`src/rtl/time_counter_pkg.sv`:
```
// Shared clock-core types and limits: BCD digit type, per-field maxima and their
// tens/ones split used to parameterise the two-digit counters.
package time_counter_pkg;

   typedef logic [3:0] bcd_t;

   localparam int   SEC_MAX  = 59;
   localparam int   MIN_MAX  = 59;
   localparam int   HOUR_MAX = 23;
   localparam bcd_t BCD_ZERO = 4'd0;
   localparam bcd_t BCD_NINE = 4'd9;

   localparam bcd_t SEC_MAX_TENS  = bcd_t'(SEC_MAX / 10);
   localparam bcd_t SEC_MAX_ONES  = bcd_t'(SEC_MAX % 10);
   localparam bcd_t MIN_MAX_TENS  = bcd_t'(MIN_MAX / 10);
   localparam bcd_t MIN_MAX_ONES  = bcd_t'(MIN_MAX % 10);
   localparam bcd_t HOUR_MAX_TENS = bcd_t'(HOUR_MAX / 10);
   localparam bcd_t HOUR_MAX_ONES = bcd_t'(HOUR_MAX % 10);

endpackage

```
`src/rtl/time_counter_if.sv`:
```
// Control inputs and display outputs of the timekeeping core.
// ALARM_EN adds the alarm store/arm inputs and the alarm_hit output.
interface time_counter_if;
   import time_counter_pkg::*;

   logic run;
   logic set_min_inc;
   logic set_hour_inc;
   bcd_t hour_tens;
   bcd_t hour_ones;
   bcd_t min_tens;
   bcd_t min_ones;
   bcd_t sec_tens;
   bcd_t sec_ones;
   logic tick_1hz;
   logic colon;

`ifdef ALARM_EN
   logic alarm_store;
   logic alarm_arm;
   logic alarm_hit;

   modport master (
      output run, set_min_inc, set_hour_inc, alarm_store, alarm_arm,
      input  hour_tens, hour_ones, min_tens, min_ones, sec_tens, sec_ones,
      input  tick_1hz, colon, alarm_hit
   );
   modport slave (
      input  run, set_min_inc, set_hour_inc, alarm_store, alarm_arm,
      output hour_tens, hour_ones, min_tens, min_ones, sec_tens, sec_ones,
      output tick_1hz, colon, alarm_hit
   );
`else
   modport master (
      output run, set_min_inc, set_hour_inc,
      input  hour_tens, hour_ones, min_tens, min_ones, sec_tens, sec_ones,
      input  tick_1hz, colon
   );
   modport slave (
      input  run, set_min_inc, set_hour_inc,
      output hour_tens, hour_ones, min_tens, min_ones, sec_tens, sec_ones,
      output tick_1hz, colon
   );
`endif

endinterface

```
`src/rtl/time_counter_bcd_mod_counter.sv`:
```
// Two-digit BCD counter wrapping from MAX_TENS:MAX_ONES back to 00.
// carry is combinational so a chain of these advances in a single cycle.
module bcd_mod_counter
   import time_counter_pkg::*;
#(
   parameter bcd_t MAX_TENS = 4'd5,
   parameter bcd_t MAX_ONES = 4'd9
) (
   input  logic clk,
   input  logic rst,
   input  logic inc,
   input  logic clr,
   output bcd_t tens,
   output bcd_t ones,
   output logic carry
);

   logic at_max;

   assign at_max = (tens == MAX_TENS) && (ones == MAX_ONES);
   assign carry  = inc && !clr && at_max;

   always_ff @(posedge clk) begin
      if (rst || clr || (inc && at_max)) begin
         tens <= BCD_ZERO;
         ones <= BCD_ZERO;
      end else if (inc) begin
         if (ones == BCD_NINE) begin
            ones <= BCD_ZERO;
            tens <= tens + 4'd1;
         end else begin
            ones <= ones + 4'd1;
         end
      end
   end

endmodule

```
`src/rtl/time_counter.sv`:
```
// HH:MM:SS timekeeping core: 1 Hz prescaler, BCD second/minute/hour counters, set path.
// Optional alarm comparator is built when ALARM_EN is defined.
module time_counter
   import time_counter_pkg::*;
#(
   parameter int CLK_HZ = 100_000_000
) (
   input logic           clk,
   input logic           rst,
   time_counter_if.slave bus
);

   localparam int             PW        = (CLK_HZ > 2) ? $clog2(CLK_HZ) : 1;
   localparam logic [PW-1:0]  PRE_TC    = PW'(CLK_HZ - 1);
   localparam logic [PW-1:0]  COLON_LIM = PW'(CLK_HZ - CLK_HZ / 2);

   // Prescaler runs downward: pre_cnt == CLK_HZ-1-(elapsed cycles in this second)
   logic [PW-1:0] pre_cnt;
   logic          set_any;
   logic          tick_now;
   logic          tick_q;
   logic          sec_carry;
   logic          min_carry;
   logic          hour_carry_unused;
   logic          min_inc;
   logic          hour_inc;

   assign set_any  = bus.set_min_inc || bus.set_hour_inc;
   assign tick_now = bus.run && (pre_cnt == '0) && !set_any;
   assign min_inc  = sec_carry || bus.set_min_inc;
   // Minute set wraps 59->00 without touching hours
   assign hour_inc = (min_carry && !bus.set_min_inc) || bus.set_hour_inc;

   always_ff @(posedge clk) begin
      if (rst) begin
         pre_cnt <= PRE_TC;
         tick_q  <= 1'b0;
      end else begin
         tick_q <= tick_now;
         if (set_any) begin
            pre_cnt <= PRE_TC;
         end else if (bus.run) begin
            pre_cnt <= (pre_cnt == '0) ? PRE_TC : pre_cnt - 1'b1;
         end
      end
   end

   bcd_mod_counter #(.MAX_TENS(SEC_MAX_TENS), .MAX_ONES(SEC_MAX_ONES)) u_sec (
      .clk(clk), .rst(rst), .inc(tick_now), .clr(set_any),
      .tens(bus.sec_tens), .ones(bus.sec_ones), .carry(sec_carry)
   );

   bcd_mod_counter #(.MAX_TENS(MIN_MAX_TENS), .MAX_ONES(MIN_MAX_ONES)) u_min (
      .clk(clk), .rst(rst), .inc(min_inc), .clr(1'b0),
      .tens(bus.min_tens), .ones(bus.min_ones), .carry(min_carry)
   );

   bcd_mod_counter #(.MAX_TENS(HOUR_MAX_TENS), .MAX_ONES(HOUR_MAX_ONES)) u_hour (
      .clk(clk), .rst(rst), .inc(hour_inc), .clr(1'b0),
      .tens(bus.hour_tens), .ones(bus.hour_ones), .carry(hour_carry_unused)
   );

   assign bus.tick_1hz = tick_q;
   assign bus.colon    = (pre_cnt >= COLON_LIM);

`ifdef ALARM_EN
   logic [15:0] cur_hm;
   logic [15:0] alarm_hm;
   logic        alarm_q;

   assign cur_hm = {bus.hour_tens, bus.hour_ones, bus.min_tens, bus.min_ones};

   always_ff @(posedge clk) begin
      if (rst) begin
         alarm_hm <= '0;
         alarm_q  <= 1'b0;
      end else begin
         if (bus.alarm_store) begin
            alarm_hm <= cur_hm;
         end
         alarm_q <= bus.alarm_arm && (cur_hm == alarm_hm);
      end
   end

   assign bus.alarm_hit = alarm_q;
`endif

endmodule
```
`src/flat_wrapper.sv`:
```
// flat-port wrapper written by rule: the top's interface ports become plain ports
module time_counter_flat import time_counter_pkg::*;
#(
   parameter int CLK_HZ = 100_000_000
)
  (clk, rst, bus_run, bus_set_min_inc, bus_set_hour_inc, bus_hour_tens, bus_hour_ones, bus_min_tens, bus_min_ones, bus_sec_tens, bus_sec_ones, bus_tick_1hz, bus_colon);
  time_counter_if bus_i ();
  input logic clk;
  input logic rst;
  input wire logic [$bits(bus_i.run)-1:0] bus_run;
  input wire logic [$bits(bus_i.set_min_inc)-1:0] bus_set_min_inc;
  input wire logic [$bits(bus_i.set_hour_inc)-1:0] bus_set_hour_inc;
  output wire logic [$bits(bus_i.hour_tens)-1:0] bus_hour_tens;
  output wire logic [$bits(bus_i.hour_ones)-1:0] bus_hour_ones;
  output wire logic [$bits(bus_i.min_tens)-1:0] bus_min_tens;
  output wire logic [$bits(bus_i.min_ones)-1:0] bus_min_ones;
  output wire logic [$bits(bus_i.sec_tens)-1:0] bus_sec_tens;
  output wire logic [$bits(bus_i.sec_ones)-1:0] bus_sec_ones;
  output wire logic [$bits(bus_i.tick_1hz)-1:0] bus_tick_1hz;
  output wire logic [$bits(bus_i.colon)-1:0] bus_colon;
  assign bus_i.run = bus_run;
  assign bus_i.set_min_inc = bus_set_min_inc;
  assign bus_i.set_hour_inc = bus_set_hour_inc;
  assign bus_hour_tens = bus_i.hour_tens;
  assign bus_hour_ones = bus_i.hour_ones;
  assign bus_min_tens = bus_i.min_tens;
  assign bus_min_ones = bus_i.min_ones;
  assign bus_sec_tens = bus_i.sec_tens;
  assign bus_sec_ones = bus_i.sec_ones;
  assign bus_tick_1hz = bus_i.tick_1hz;
  assign bus_colon = bus_i.colon;
  time_counter #(.CLK_HZ(CLK_HZ)) u_core (.clk(clk), .rst(rst), .bus(bus_i));
endmodule
```
`config.mk`:
```
export PLATFORM = sky130hd
export DESIGN_NAME = time_counter_flat
export DESIGN_NICKNAME = d
export VERILOG_FILES = /design/src/rtl/time_counter_pkg.sv /design/src/rtl/time_counter_if.sv /design/src/rtl/time_counter_bcd_mod_counter.sv /design/src/rtl/time_counter.sv /design/src/flat_wrapper.sv
export SDC_FILE = /design/constraint.sdc
export NUM_CORES = 1
export LEC_CHECK = 0
export ABC_AREA = 1
export BUFFER_PORTS_ARGS = -buffer_cell sky130_fd_sc_hd__buf_2
export CAP_MARGIN = 20
export CORE_ASPECT_RATIO = 0.8
export CORE_MARGIN = 8
export CORE_UTILIZATION = 53
export CTS_BUF_LIST = sky130_fd_sc_hd__clkbuf_16
export DETAILED_ROUTE_END_ITERATION = 10
export GPL_TIMING_DRIVEN = 0
export PLACE_DENSITY = 0.76
export SYNTH_ARGS = -nofsm -noshare
export SYNTH_HDL_FRONTEND = slang
export SYNTH_HIERARCHICAL = 1
export SYNTH_SLANG_ARGS = --single-unit
```
`constraint.sdc`:
```
create_clock -name clk -period 2.8 [get_ports clk]
set_clock_uncertainty 0.1 [all_clocks]
set_input_delay 0.14 -clock clk [delete_from_list [all_inputs] [get_ports clk]]
set_output_delay 0.14 -clock clk [all_outputs]
set_load 0.01 [all_outputs]
```
==> results.toml, run 1 <==
[drt]
num_vias = 2945
ant_nets = 0
avgRoutedWirePerCell_um = 13.1
drtIter0Drc = 215
drt-total-wl_um = 7530
drc = 0
first_pass_iters = 4
routed_via_density = 5.12

[finish]
stdcell_count = 575
areaGrowthSynthToFinish_pct = 29.3
final_nets = 522
drive_above_1_share = 0.322
final_area_sq_um = 3800
fillers = 431
antenna_cells = 0
final_util = 0.703

[floorplan]
dieArea_sq_um = 8200
die_height_um = 82.6
ios = 31
rows = 24
initial_core_util = 0.544
fp.dieW_um = 99.3
core-area_sq_um = 5410

[timing]
min_period_ns = 2.91
max_freq_mhz = 344
grt_setup_unrepaired = "yes"
hold_viol = 0
worst_hold_slack_ns = 0.0997
drv_slew = 0
setup_viol = 8
worst_slack_ns = -0.107
period_share = 1.04
fin_tns_setup_ns = -0.483

[placement]
dp_hpwl_um = 4810
gp_congestion = 0.917
dp.cells = 528
port-buffer-count = 30
placed_area_sq_um = 3200

[global_routing]
grt_start_max_net_pins = 17
grt_overflow = 0
grt_pass1_wl_um = 11800
grt_pass1_vias = 2620
antenna_found_initial = 0
grt_usage = 0.177

[clock_network]
clock_latency_ns = 0.29
clk_pin_slew_ns = 0.07
clock_sink_count = 52
cts_buffers = 5
clk_path_buf_depth = 2
clock-root-buffer = "clkbuf_16"
h-tree-depth = 2
cts_tree = "built"

[setup_path]
worstSetupPathType = "flip-flop to flip-flop"
cp-end-kind = "flip-flop"
rrSetupSlack_ns = -0.11
crit_arrival_ns = 3.00
required_ns = 2.89
crit_fanout = 7
cp-start-kind = "flip-flop"

[power]
power_leakage_nw = 1.70
irDropWorstVdd_v = 0.000283
cellPowerDensity_nw_per_um2 = 373

[run]
drv_cap = 0

[synth]
syn_avg_cell_area_sq_um = 6.82
ys_warn_count = 6
postSynthCellCount = 431
netlist_area_sq_um = 2940

[outcome]
status = "complete, but fails checks"
violations = "negative setup slack"

[worst_hold_path]
hp-class = "primary input to flip-flop"
## registers in the layout (all words and copies together) (netlist names)
| name | count |
|---|---|
| u_core/bus.tick_1hz | 1 |
| u_core/pre_cnt | 27 |
| u_core/u_hour/ones | 4 |
| u_core/u_hour/tens | 4 |
| u_core/u_min/ones | 4 |
| u_core/u_min/tens | 4 |
| u_core/u_sec/ones | 4 |
| u_core/u_sec/tens | 4 |
## layer usage
metal,GRT usage,vias up,wire (um),share of wire
li1,-,1493,-,-
met1,0.219,1356,3340,0.44
met2,0.296,83,3590,0.48
met3,0.0427,13,489,0.065
met4,0.0693,0,110,0.015
met5,0,-,0,0
## report_power, final
group          switching (mW)  internal, mW
Sequential            0.00377         0.741
Clock                   0.279         0.330
Combinational          0.0397        0.0254
## final cells by class
class | count | area (sq um) | area share
sequential | 52 | 1060 | 0.279
inverter | 60 | 228 | 0.0599
clock inverter | 3 | 20.0 | 0.00527
multi-input combinational | 318 | 1800 | 0.474
buffer | 2 | 22.5 | 0.00592
clock buffer | 5 | 125 | 0.0329
tap | 65 | 81.3 | 0.0214
timing repair buffer | 70 | 462 | 0.121
## metrics by stage
step / total power [mW] / worst slack [ns]
2_1_floorplan: 0.798 / 0.435
3_3_place_gp: 0.812 / -0.472
3_5_place_dp: 0.812 / -0.561
4_1_cts: 1.42 / -0.0108
5_1_grt: 1.47 / -0.335
6_report: 1.42 / -0.107
## final timing paths
kind | cells past startpoint | end | startpoint
worst min-delay path | 4 | u_core/pre_cnt[0] | bus_run
worst max register to register | 25 | u_core/u_hour/tens[1] | u_core/pre_cnt[5]
worst max-delay path | 25 | u_core/u_hour/tens[1] | u_core/pre_cnt[5]
worst min register to register | 2 | u_core/u_hour/tens[3] | u_core/u_hour/tens[3]
## worst max-delay path, cell delays in order, from the launching register on
cell      delay [ns]
dfxtp_2         0.34
nor2_2          0.14
inv_1           0.08
nor2_2          0.11
nand3b_1        0.14
nor2_4          0.17
inv_2           0.06
nor2_4          0.09
nand3_2         0.10
nor2_4          0.14
nand2_2         0.07
nor2_1          0.09
or2_4           0.14
nand3_4         0.07
nor2_4          0.15
nand2_4         0.07
nor2_4          0.08
nand2_2         0.06
nand2_4         0.11
nand2_2         0.06
nor2_2          0.11
nand2_2         0.08
nand2_4         0.11
inv_2           0.04
nand2_2         0.06
inv_1           0.03
## placed cells by master (no fill, tap or decap), drive strengths merged, types with 2 or more instances in the layout
cell    instances
or2             4
o211ai          3
nor2           88
nand2         114
ha              8
xnor2           5
dfxtp          52
nor3            4
nand3b          2
xor2           13
inv            61
o21ai           9
buf            72
a21oi          16
nand4          15
conb            3
clkbuf          5
nand3          32
## what timing repair did
action	CTS	global route
resized for setup	26	33
hold buffers	0	0
pin swaps	27	14
setup buffers	33	12
endpoints found under the setup margin	8	12
endpoints found under the hold margin	0	0
No activity file was read; power rests on OpenSTA's default activity.
==> run 2, diff against run 1 <==
--- a/config.mk
+++ b/config.mk
@@ -10,11 +10,10 @@
 export CAP_MARGIN = 20
 export CORE_ASPECT_RATIO = 0.8
 export CORE_MARGIN = 8
-export CORE_UTILIZATION = 53
+export CORE_UTILIZATION = 40
 export CTS_BUF_LIST = sky130_fd_sc_hd__clkbuf_16
 export DETAILED_ROUTE_END_ITERATION = 10
 export GPL_TIMING_DRIVEN = 0
-export PLACE_DENSITY = 0.76
 export SYNTH_ARGS = -nofsm -noshare
 export SYNTH_HDL_FRONTEND = slang
 export SYNTH_HIERARCHICAL = 1
==> results.toml, run 2 (synthesis results as in run 1) <==
[setup_path]
required_ns = 2.93
worstSetupPathType = "flip-flop to flip-flop"
crit_top_cell = "buf_4"
cp_top_family = "simple AND/OR/NAND/NOR gates"
cp-end-kind = "flip-flop"
crit_arrival_ns = 3.01
worstPathCellList = "inv_2 > ha_1 > and3_1 > nand3b_1 > nor2_4 > inv_2 > nor2_4 > nand3_4 > nor2_4 > nand2_4 > nor2_2 > or2_4 > nand3_4 > nor2_4 > buf_4 > buf_4 > buf_4 > buf_4 > buf_4 > buf_4 > buf_4 > buf_6 > nand2_1 > a21oi_1"
critPathSlowestCell = "dfxtp_2"
timing.critical_path.buf_inv = 10
slowest_delay_ns = 0.33
cp-start-kind = "flip-flop"
crit_fanout = 4

[worst_hold_path]
hp-class = "primary input to flip-flop"

[power]
p_switching_uw = 331
pwr-share-seq = 0.520
power_leakage_nw = 1.69
clkPwrFrac = 0.438
pwr-share-comb = 0.042
cellPowerDensity_nw_per_um2 = 379
intPower_mw = 1.10
switching_share = 0.232
irDropWorstVdd_v = 0.000271

[timing]
grt_setup_unrepaired = "yes"
hold_viol = 0
setup_viol = 6
worst_slack_ns = -0.0788
min_period_ns = 2.88
period_share = 1.03
worst_hold_slack_ns = 0.0936
drv_slew = 0
max_freq_mhz = 347

[finish]
regMostFlops = "u_core/pre_cnt"
stdcell_count = 595
antenna_cells = 0
areaGrowthSynthToFinish_pct = 28.2
final_nets = 517
final_common_cell = "nand2_1"
largest_register_ffs = 27
final_cell_mix = "nand2_1 (98), nor2_1 (63), inv_1 (52)"
drive_above_1_share = 0.305

[clock_network]
h-tree-depth = 2
clock_sink_count = 52
clock_latency_ns = 0.29
clock-root-buffer = "clkbuf_16"
clk_path_buf_depth = 2
cts_buffers = 5
clk_pin_slew_ns = 0.07
cts_tree = "built"
cts_hold_buf = 0

[outcome]
violations = "negative setup slack"
status = "complete, but fails checks"

[drt]
drt-total-wl_um = 7100
avgRoutedWirePerCell_um = 11.9
drc = 0
drtIter0Drc = 197
ant_nets = 0
first_pass_iters = 4
routed_via_density = 4.79
num_vias = 2849

[placement]
gp_congestion = 0.897
port-buffer-count = 30
dp.cells = 553
dp_hpwl_um = 4910

[floorplan]
die_height_um = 92.7
dieArea_sq_um = 10400
rows = 28
ios = 31
fp.dieW_um = 112
core-area_sq_um = 7250
initial_core_util = 0.405

[run]
drv_cap = 0

[global_routing]
grt_start_max_net_pins = 18
grt_usage = 0.140
grt_overflow = 0
antenna_found_initial = 0
grt_pass1_wl_um = 12100
grt_pass1_vias = 2617
[run 2: worst paths after layout]
kind	from	to	slack, ns	cells after the start
worst max register to register	u_core/pre_cnt[0]	u_core/u_min/tens[0]	-0.08	24
worst min-delay path	rst	u_core/u_min/ones[3]	0.09	4
worst max-delay path	u_core/pre_cnt[0]	u_core/u_min/tens[0]	-0.08	24
worst min register to register	u_core/u_hour/tens[3]	u_core/u_hour/tens[3]	0.41	2
[run 2: power groups by stage]
| stage | registers [mW] | clock network, mW | logic, mW |
|---|---|---|---|
| after floorplan | 0.763 | 0 | 0.0350 |
| after global placement | 0.763 | 0 | 0.0503 |
| after detailed placement | 0.763 | 0 | 0.0507 |
| after CTS | 0.742 | 0.649 | 0.0549 |
| after global routing | 0.743 | 0.679 | 0.0659 |
| final | 0.742 | 0.626 | 0.0593 |
[run 2: worst register-to-register path, delay by kind of cell (launching register included)]
kind	cells	cell delay, ns
DFF	1	0.33
buffers and inverters	10	0.89
AOI/OAI and AO/OA	1	0.11
adders and majority gates	1	0.13
and+or+nand+nor	12	1.24
[run 2: layer usage]
layer,up-vias,GRT usage,part of all wire
li1,1489,-,-
met2,42,0.225,0.46
met3,7,0.0332,0.047
met5,-,0,0
met1,1311,0.183,0.49
met4,0,0.0397,0.0092
[run 2: repair_timing]
item | in CTS | in global routing
setup endpoints to repair | 8 | 12
buffers inserted | 28 | 6
endpoints found under the hold margin | 0 | 0
pin swaps | 31 | 6
resized for setup | 34 | 17
[run 2: final cells by class]
type	instances	area, sq um
inverter	60	225
clock inverter	3	22.5
clock buffer	5	125
buffer	3	33.8
sequential	52	1070
fill	693	3480
multi-input combinational	318	1770
timing repair buffer	64	409
tap	90	113
[run 2: stage by stage]
stage                util  setup TNS [ns]  area (sq um)  total power [mW]  worst slack [ns]
finish              0.519          -0.376          3770              1.43           -0.0788
global route        0.519           -2.91          3770              1.49            -0.295
global placement    0.445           -3.59          3230             0.813            -0.524
detailed placement  0.445           -3.98          3230             0.813            -0.571
floorplan               -               0          2970             0.798             0.435
CTS                 0.506          -0.459          3670              1.45           -0.0945
==> run 3, diff against run 2 <==
--- a/config.mk
+++ b/config.mk
@@ -14,6 +14,7 @@
 export CTS_BUF_LIST = sky130_fd_sc_hd__clkbuf_16
 export DETAILED_ROUTE_END_ITERATION = 10
 export GPL_TIMING_DRIVEN = 0
+export MAX_ROUTING_LAYER = met4
 export SYNTH_ARGS = -nofsm -noshare
 export SYNTH_HDL_FRONTEND = slang
 export SYNTH_HIERARCHICAL = 1
==> results.toml, run 3 (synthesis results as in run 1) <==
[clock_network]
cts_hold_buf = 0
clock-root-buffer = "clkbuf_16"
h-tree-depth = 2
clk_path_buf_depth = 2
cts_tree = "built"
clock_sink_count = 52
cts_buffers = 5
clk_pin_slew_ns = 0.07
clock_latency_ns = 0.29

[drt]
avgRoutedWirePerCell_um = 11.9
routed_via_density = 4.77
drc = 0
drtIter0Drc = 192
ant_nets = 0
num_vias = 2838
first_pass_iters = 4
drt-total-wl_um = 7090

[run]
drv_cap = 0

[power]
fin_total_pwr_mw = 1.43
irDropWorstVdd_v = 0.000271
cellPowerDensity_nw_per_um2 = 379
power_leakage_nw = 1.69

[timing]
grt_setup_unrepaired = "yes"
max_freq_mhz = 347
period_share = 1.03
min_period_ns = 2.88
fin_tns_setup_ns = -0.353
worst_hold_slack_ns = 0.0936
drv_slew = 0
hold_viol = 0
worst_slack_ns = -0.0798
setup_viol = 6

[setup_path]
cp-end-kind = "flip-flop"
worstSetupPathType = "flip-flop to flip-flop"
crit_top_cell = "buf_4"
timing.critical_path.buf_inv = 10
worstPathCellList = "inv_2 > ha_1 > and3_1 > nand3b_1 > nor2_4 > inv_2 > nor2_4 > nand3_4 > nor2_4 > nand2_4 > nor2_2 > or2_4 > nand3_4 > nor2_4 > buf_4 > buf_4 > buf_4 > buf_4 > buf_4 > buf_4 > buf_4 > buf_6 > nand2_1 > a21oi_1"
crit_fanout = 4
cp_top_family = "simple AND/OR/NAND/NOR gates"
cp.depth = 24
crit_arrival_ns = 3.01
slowest_delay_ns = 0.33
cp-start-kind = "flip-flop"
rr_worst_depth = 24
critPathSlowestCell = "dfxtp_2"
required_ns = 2.93

[finish]
fillers = 693
drive_above_1_share = 0.305
final_nets = 517
final_common_cell = "nand2_1"
antenna_cells = 0
final_cell_mix = "nand2_1 (98), nor2_1 (63), inv_1 (52)"
largest_register_ffs = 27
areaGrowthSynthToFinish_pct = 28.2
regMostFlops = "u_core/pre_cnt"

[floorplan]
rows = 28
dieArea_sq_um = 10400
ios = 31
core-area_sq_um = 7250
initial_core_util = 0.405
die_height_um = 92.7
fp.dieW_um = 112

[placement]
pre_cts_slack_ns = -0.571
dp_hpwl_um = 4910
port-buffer-count = 30
gp_congestion = 0.912

[global_routing]
antenna_found_initial = 0
grt_pass1_vias = 2623
grt_pass1_wl_um = 12100
grt_usage = 0.144
grt_overflow = 0
grt_start_max_net_pins = 18

[worst_hold_path]
hp-class = "primary input to flip-flop"
min_path_cells = 4

[outcome]
status = "complete, but fails checks"
violations = "negative setup slack"
[run 3: cell counts in the layout (fill, tap and decap cells not counted)]
No cell type changed its count.
[run 3: path summary, 6_finish.rpt]
path | end | slack [ns] | start
max | u_core/u_min/tens[0] | -0.08 | u_core/pre_cnt[0]
min | u_core/u_min/ones[3] | 0.09 | rst
max reg2reg | u_core/u_min/tens[0] | -0.08 | u_core/pre_cnt[0]
min reg2reg | u_core/pre_cnt[1] | 0.40 | u_core/pre_cnt[1]
[run 3: where the power goes]
part           leakage [nW]  total (mW)  internal, mW  switching (mW)
combinational          1.20      0.0591        0.0228          0.0363
clock                0.0742       0.627         0.335           0.292
sequential            0.420       0.742         0.738         0.00402
[run 3: through the flow]
stage | utilization | instance area [sq um] | std cells
floorplan | - | 2970 | 433
global placement | 0.445 | 3230 | 553
detailed placement | 0.445 | 3230 | 553
CTS | 0.506 | 3670 | 589
global route | 0.519 | 3770 | 595
finish | 0.519 | 3770 | 595
[run 3: routing by layer]
layer | vias to the layer above | wire length (um) | GRT usage | part of all wire
li1 | 1490 | - | - | -
met1 | 1299 | 3460 | 0.183 | 0.49
met2 | 42 | 3240 | 0.225 | 0.46
met3 | 7 | 324 | 0.0332 | 0.046
met4 | 0 | 62 | 0.0397 | 0.0087
met5 | - | 0 | - | 0
[run 3: worst min-delay path, cell delays in order]
cell and delay [ns]:
buf_2 0.12, nor2_1 0.08, nand3_1 0.08, nor2_1 0.03
[run 3: what timing repair did]
item	CTS	global route
gates resized for setup	34	17
gates cloned	0	0
hold endpoints to repair	0	0
endpoints found under the setup margin	8	12
buffers inserted	28	6
pin swaps	31	6
[run 3: layout make-up]
cell class,instances,area [sq um],share of cell area
Tap cell,90,113,0.0299
Timing Repair Buffer,64,409,0.109
Inverter,60,225,0.0598
Multi-Input combinational cell,318,1770,0.469
Clock inverter,3,22.5,0.00598
Sequential cell,52,1070,0.285
Clock buffer,5,125,0.0332
Buffer,3,33.8,0.00897
